## src/rtl/snn_frame_loader.sv

```systemverilog
// snn_frame_loader: unpacks received bytes LSB-first into a 1-bit-wide input
// memory and issues one start pulse per complete frame once the core is idle.
// It also resyncs on inter-byte timeout, detects overruns, reports errors and
// counts started frames.
module snn_frame_loader #(
    parameter int N_BITS        = 784,
    parameter int BITS_PER_BYTE = 8,
    parameter int TIMEOUT_CYC   = 500000,
    parameter int ADDR_W        = $clog2(N_BITS)
) (
    input  logic              clk,
    input  logic              rst,
    input  logic              byte_vld,
    input  logic [7:0]        byte_data,
    input  logic              core_busy,
    output logic              mem_we,
    output logic [ADDR_W-1:0] mem_addr,
    output logic              mem_wdata,
    output logic              frame_start,
    output logic              frame_err,
    output logic [1:0]        err_code,
    output logic [7:0]        frame_cnt
);

    // The pointer is one bit wider than the address so N_BITS is reachable.
    localparam int PTR_W = ADDR_W + 1;
    localparam int CNT_W = (TIMEOUT_CYC > 1) ? $clog2(TIMEOUT_CYC) : 1;
    localparam logic [PTR_W-1:0] PTR_FULL = PTR_W'(N_BITS);
    localparam logic [CNT_W-1:0] CNT_MAX  = CNT_W'(TIMEOUT_CYC - 1);
    localparam logic [2:0]       IDX_LAST = 3'(BITS_PER_BYTE - 1);

    localparam logic [1:0] ERR_TIMEOUT = 2'b01;
    localparam logic [1:0] ERR_OVERRUN = 2'b10;

    typedef enum logic [2:0] {
        IDLE   = 3'd0,
        UNPACK = 3'd1,
        GAP    = 3'd2,
        HOLD   = 3'd3,
        FIRE   = 3'd4
    } state_t;

    state_t           state_reg, state_next;
    logic [PTR_W-1:0] ptr_reg, ptr_next;
    logic [PTR_W-1:0] ptr_inc;
    logic [CNT_W-1:0] cnt_reg, cnt_next;
    logic [2:0]       idx_reg, idx_next;
    logic [7:0]       byte_reg, byte_next;
    logic             err_reg, err_next;
    logic [1:0]       code_reg, code_next;
    logic [7:0]       fcnt_reg, fcnt_next;

    assign ptr_inc = ptr_reg + PTR_W'(1);

    // State and datapath registers; reset discards any partial frame.
    always_ff @(posedge clk) begin
        if (rst) begin
            state_reg <= IDLE;
            ptr_reg   <= '0;
            cnt_reg   <= '0;
            idx_reg   <= '0;
            byte_reg  <= '0;
            err_reg   <= 1'b0;
            code_reg  <= 2'b00;
            fcnt_reg  <= 8'd0;
        end else begin
            state_reg <= state_next;
            ptr_reg   <= ptr_next;
            cnt_reg   <= cnt_next;
            idx_reg   <= idx_next;
            byte_reg  <= byte_next;
            err_reg   <= err_next;
            code_reg  <= code_next;
            fcnt_reg  <= fcnt_next;
        end
    end

    // Next-state and datapath update logic.
    always_comb begin
        state_next = state_reg;
        ptr_next   = ptr_reg;
        cnt_next   = cnt_reg;
        idx_next   = idx_reg;
        byte_next  = byte_reg;
        err_next   = 1'b0;
        code_next  = code_reg;
        fcnt_next  = fcnt_reg;
        case (state_reg)
            IDLE: begin
                if (byte_vld) begin
                    byte_next  = byte_data;
                    idx_next   = 3'd0;
                    state_next = UNPACK;
                end
            end
            UNPACK: begin
                if (byte_vld) begin
                    // Overrun mid-byte: abort the frame and drop the new byte.
                    err_next   = 1'b1;
                    code_next  = ERR_OVERRUN;
                    ptr_next   = '0;
                    state_next = IDLE;
                end else begin
                    ptr_next = ptr_inc;
                    if (ptr_inc == PTR_FULL) begin
                        // Frame complete; leftover bits of this byte are ignored.
                        state_next = HOLD;
                    end else if (idx_reg == IDX_LAST) begin
                        cnt_next   = '0;
                        state_next = GAP;
                    end else begin
                        idx_next = idx_reg + 3'd1;
                    end
                end
            end
            GAP: begin
                if (byte_vld) begin
                    // A byte arriving on the expiry cycle still wins.
                    cnt_next   = '0;
                    byte_next  = byte_data;
                    idx_next   = 3'd0;
                    state_next = UNPACK;
                end else if (cnt_reg == CNT_MAX) begin
                    err_next   = 1'b1;
                    code_next  = ERR_TIMEOUT;
                    ptr_next   = '0;
                    cnt_next   = '0;
                    state_next = IDLE;
                end else begin
                    cnt_next = cnt_reg + CNT_W'(1);
                end
            end
            HOLD: begin
                // A completed frame is kept; a stray byte is only reported.
                if (byte_vld) begin
                    err_next  = 1'b1;
                    code_next = ERR_OVERRUN;
                end
                if (!core_busy) begin
                    state_next = FIRE;
                end
            end
            FIRE: begin
                if (byte_vld) begin
                    err_next  = 1'b1;
                    code_next = ERR_OVERRUN;
                end
                fcnt_next  = fcnt_reg + 8'd1;
                ptr_next   = '0;
                state_next = IDLE;
            end
            default: begin
                ptr_next   = '0;
                state_next = IDLE;
            end
        endcase
    end

    // Outputs decode registered state only, so no input reaches an output combinationally.
    always_comb begin
        mem_we      = (state_reg == UNPACK);
        mem_addr    = ptr_reg[ADDR_W-1:0];
        mem_wdata   = mem_we & byte_reg[idx_reg];
        frame_start = (state_reg == FIRE);
        frame_err   = err_reg;
        err_code    = code_reg;
        frame_cnt   = fcnt_reg;
    end

endmodule

```

## config.mk

```make
export PLATFORM = sky130hd
export DESIGN_NAME = snn_frame_loader
export DESIGN_NICKNAME = d
export VERILOG_FILES = /design/src/rtl/snn_frame_loader.sv
export SDC_FILE = /design/constraint.sdc
export NUM_CORES = 1
export LEC_CHECK = 0
export BUFFER_PORTS_ARGS = -buffer_cell sky130_fd_sc_hd__buf_2
export CORE_MARGIN = 3
export CORE_UTILIZATION = 27
export CTS_BUF_LIST = sky130_fd_sc_hd__clkbuf_4 sky130_fd_sc_hd__clkbuf_8
export DETAILED_ROUTE_END_ITERATION = 8
export GPL_TIMING_DRIVEN = 0
export PLACE_DENSITY = 0.39
export SLEW_MARGIN = 15
export SYNTH_ARGS = -nofsm -noshare
export SYNTH_HDL_FRONTEND = slang
export SYNTH_SLANG_ARGS = --single-unit
```

## constraint.sdc

```tcl
create_clock -name clk -period 3.25 [get_ports clk]
set_input_delay 0.65 -clock clk [delete_from_list [all_inputs] [get_ports clk]]
set_output_delay 0.65 -clock clk [all_outputs]
set_load 0.005 [all_outputs]
```

# Yosys cells after proc, flatten, opt, wreduce, memory -nomap -nowiden
# Cells that the tools add are included.
[op_classes]
bitwise = 2
n_eq_ne = 19
addsub = 4
reduce_logical = 13
magnitude_cmp = 1
mux = 33
[op_table]
columns = ["op", "count"]
rows = [
  ["two-way mux 19 bit", 5],
  ["one-hot mux 19 bit (2 select lines)", 1],
  ["two-way mux 11 bit", 3],
  ["two-way mux 3 bit", 11],
  ["one-hot mux 11 bit (3 select lines)", 1],
  ["adder 19 x 1 -> 19 bit (second input constant)", 1],
  ["== test 19 bit (second input constant)", 1],
  ["!= test 2 bit (second input constant)", 7],
  ["one-hot mux 3 bit (4 select lines)", 1],
  ["AND reduction 4 bit", 3],
  ["adder 11 x 1 -> 11 bit (second input constant)", 1],
  ["== test 11 x 10 -> 1 bit (second input constant)", 1],
  ["adder 8 x 1 -> 8 bit (second input constant)", 1],
  ["== test 3 x 2 -> 1 bit (second input constant)", 2],
  ["== test 3 bit (second input constant)", 2],
  ["two-way mux 2 bit", 3],
  ["!= test 2 x 1 -> 1 bit (second input constant)", 3],
  ["one-hot mux 3 bit (2 select lines)", 1],
  ["nonzero test 2 bit", 3],
  ["AND reduction 5 bit", 1],
  ["less-than comparator 3 x 4 -> 1 bit (second input constant)", 1],
  ["two-way mux 1 bit", 4],
  ["!= test 4 x 2 -> 1 bit (second input constant)", 1],
  ["one-hot mux 2 bit (2 select lines)", 1],
  ["12 further kinds", 13],
]
[word_totals]
ff_bits = 55
output_inout_bits = 24

# Depth between registers and ports, before layout
[depth]
ltp_word = 5
mapped_depth = 10

# Worst setup path before layout
# Ideal clock, no wire load.
[synth_path]
path_type = "reg-to-reg"
from = "reg ptr_reg[0]"
to = "reg cnt_reg[12]"
setup_time_ns = 0.073
arrival_time_ns = 1.965
path_slack_ns = 1.212
path_stages_with_launch = 10
period_less_slack_ns = 2.038
t_required_ns = 3.177
cell_sequence = "dfxtp_1 -> ha_1 -> nand3_1 -> nor2_4 -> o2111ai_1 -> nor4_4 -> o21a_4 -> buf_8 -> nor2_1 -> nor3_2"
[synth_between]
elab_chain_cells = 4
[synth_rtl]
columns = ["item", "line_no", "source"]
rows = [
  ["start, declared", "44", "logic [PTR_W-1:0] ptr_reg, ptr_next;"],
  ["start signal, assigned", "68", "ptr_reg <= ptr_next;"],
  ["adder 11 x 1 -> 11 bit", "53", "assign ptr_inc = ptr_reg + PTR_W'(1);"],
  ["== test 11 x 10 -> 1 bit", "105", "if (ptr_inc == PTR_FULL) begin"],
  ["!= test 2 bit (no source line)", "--", ""],
  ["AND reduction 4 bit (no source line)", "--", ""],
  ["end signal, assigned", "69", "cnt_reg <= cnt_next;"],
  ["end, declared", "46", "logic [CNT_W-1:0] cnt_reg, cnt_next;"],
]
# Every way passes these cells.
# A chain may end at the register's enable or synchronous reset.

# Worst setup path in the final report
[layout_path]
from = "reg cnt_reg[7]"
to = "reg cnt_reg[5]"
[layout_between]
elab_chain_cells = 4
[layout_rtl]
columns = ["item", "line_no", "source"]
rows = [
  ["== test 19 bit", "123", "end else if (cnt_reg == CNT_MAX) begin"],
  ["two-way mux 19 bit", "123", ""],
  ["two-way mux 19 bit", "117", "if (byte_vld) begin"],
  ["one-hot mux 19 bit (2 select lines)", "88", "case (state_reg)"],
]
# Every way passes these cells.

==> impl_metrics.toml <==
[pwr]
ir_drop_mv = 0.194
finalPower_w = 0.00120
power_density_nw_per_um2 = 356
p_leak_nw = 1.28

[worst_setup_path]
cp-end-kind = "flip-flop"
startpoint = "cnt_reg[7]"
r2r_start = "cnt_reg[7]"
cp-start-kind = "flip-flop"
path_class = "flip-flop to flip-flop"
crit_required_ns = 3.43
path_max_fanout = 10
worstPathArrival_ns = 2.64

[synthesis]
syn_inst = 362
synthArstFlopShare = 0
ys_warn_count = 0
synth.most_common_cell = "dfxtp_1"
synth_top_flop_cell = "dfxtp_1"
synth_largest_area_cell = "dfxtp_1"
synth_top_area_frac = 0.375
synthesis.area_um2 = 2940
synth-edff-count = 0
synth_fp_nets = 380
synth_common_cells = "dfxtp_1 (55), a21oi_1 (46), nor2_1 (44)"
ys_top_cells_by_area = "dfxtp_1 (37%), a21oi_1 (7.8%), nor2_1 (5.6%)"
ys_ff_latch = 55
syn_avg_cell_area_um2 = 8.12
synth_seq_area_share = 0.375
synth_cell_types = 54

[timing]
slew_headroom = 0.372
timing.final.crit_share = 0.756
fin_tns_setup_ns = 0
worstMarginPinSlew_ns = 0.934
skew_ns = 0.00762
fmax_mhz = 407
rsz0062_at_grt = "no"
slew_violations = 0
setup_viol = 0
hold_viol_final = 0
period_needed_ns = 2.46

[final_layout]
final_util = 0.322
drive_above_1_share = 0.176
syn2layout_area_growth_pct = 14.8
final_net_count = 420
largest_reg_flops = 19
antenna_cells = 0

[clock_tree]
cts_root_buffer = "clkbuf_8"
clock_path_buffers = 2
cts_resized = 0
htreeDepth = 2
cts.reportedPaths.clkPinSlew_ns = 0.11
clk_latency_ns = 0.31
cts_setup_buffers = 0
cts_sinks = 55
cts_buffers = 5
cts_tree = "built"
cts.hold.buffers_added = 0

[floorplanning]
start_util = 0.281
num_io_pins = 36
fp.dieW_um = 110
dieArea_um2 = 12200
rows = 37
die-height_um = 110
core_area_um2 = 10500

[place]
gp_congestion = 0.751
port-buffer-count = 33
dp_hpwl_um = 5610

[detailed_routing]
drt-total-wl_um = 7780
vias = 2676
wl_per_cell_um = 14.4
firstDrtPassIters = 4
ant_nets = 0
vias_per_cell = 4.96
route.detailed.drc = 0
first_iter_violations = 111

[grt]
grt_pass1_wl_um = 13000
grt_pass1_vias = 2552
antenna_found_initial = 0
grt_overflow = 0
grt_max_degree = 18
grt_usage = 0.133

[worst_hold_path]
hold_path_class = "flip-flop to flip-flop"
hp-start = "byte_reg[1]"

[job]
drv_cap = 0

[status]
status = "completed"
==> routing by layer <==
metal / share of wire / vias to the layer above / global-route usage
li1: - / 1367 / -
met1: 0.49 / 1263 / 0.186
met2: 0.47 / 38 / 0.218
met3: 0.027 / 8 / 0.0210
met4: 0.0078 / 0 / 0.0264
met5: 0 / - / 0
==> area by class of cell <==
cell class                 instances  area, µm²
multi-input combinational        269       1630
inverter                           8       30.0
timing repair buffer              33        165
sequential                        55       1100
clock inverter                     2       16.3
clock buffer                       6       82.6
fill                            1163       7090
buffer                            30        181
tap                              136        170
==> per-stage QoR <==
stage	cells	hold WS (ns)	area (µm²)	worst slack (ns)
3_5_place_dp	531	0.448	3270	0.820
4_1_cts	539	0.464	3370	0.784
2_1_floorplan	362	0.433	2940	1.21
5_1_grt	539	0.480	3370	0.552
6_report	539	0.460	3370	0.792
3_3_place_gp	531	0.444	3270	0.799
==> kinds of logic (layout without fill, tap and decap cells) <==
logic type,after synthesis,after routing,synth area share
AOI/OAI and AO/OA,96,96,0.188
adders and majority gates,6,6,0.0256
xor gates and xnor gates,10,10,0.0298
and+or+nand+nor,152,152,0.284
DFF,55,55,0.375
muxes,5,5,0.0260
buffers and inverters,38,79,0.0720
==> where the power goes <==
part	switching, W	total [W]	internal (W)
sequential	0.00000692	0.000691	0.000684
combinational	0.0000548	0.0000858	0.0000310
clock	0.000247	0.000422	0.000175
total	0.000309	0.00120	0.000890
==> worst paths after layout <==
kind            endpoint  slack [ns]  cells past startpoint
max           cnt_reg[5]        0.79                      9
min          byte_reg[1]        0.46                      2
max reg2reg   cnt_reg[5]        0.79                      9
min reg2reg  byte_reg[1]        0.46                      2
==> cells in the final DEF (no fill, tap or decap), types with 2 or more instances in the layout <==
| master | synthesis | layout |
|---|---|---|
| a211oi_1 | 4 | 4 |
| a21oi_1 | 46 | 46 |
| a22oi_1 | 2 | 2 |
| a2bb2oi_1 | 2 | 2 |
| a31oi_1 | 8 | 8 |
| and2_1 | 3 | 3 |
| and3_1 | 9 | 9 |
| buf_2 | 4 | 37 |
| buf_4 | 12 | 12 |
| clkbuf_1 | 12 | 12 |
| clkbuf_8 | 0 | 6 |
| dfxtp_1 | 55 | 55 |
| ha_1 | 6 | 6 |
| inv_1 | 7 | 7 |
| mux2i_1 | 2 | 2 |
| mux4_2 | 2 | 2 |
| nand2_1 | 33 | 33 |
| nand2b_1 | 2 | 2 |
| nand3_1 | 11 | 11 |
| nand3b_1 | 12 | 12 |
| nand4_1 | 6 | 6 |
| nand4b_1 | 4 | 4 |
| nor2_1 | 44 | 44 |
| nor3_1 | 4 | 4 |
| nor3_2 | 3 | 3 |
| o21ai_0 | 3 | 3 |
| o21ai_1 | 22 | 22 |
| o31a_1 | 2 | 2 |
| or3_1 | 7 | 7 |
| or4_1 | 2 | 2 |
| xnor2_1 | 3 | 3 |
| xor2_1 | 7 | 7 |
==> worst max-delay path: stages (launching register included) <==
cell and delay, ns:
dfxtp_1 0.38, nor4b_1 0.45, nand4_1 0.21, nor3_4 0.34, nand2b_1 0.20, buf_2 0.25, buf_4 0.22, nor2_1 0.06
o21ai_1 0.13, a21oi_1 0.08
No activity file was read; power rests on OpenSTA's default activity.
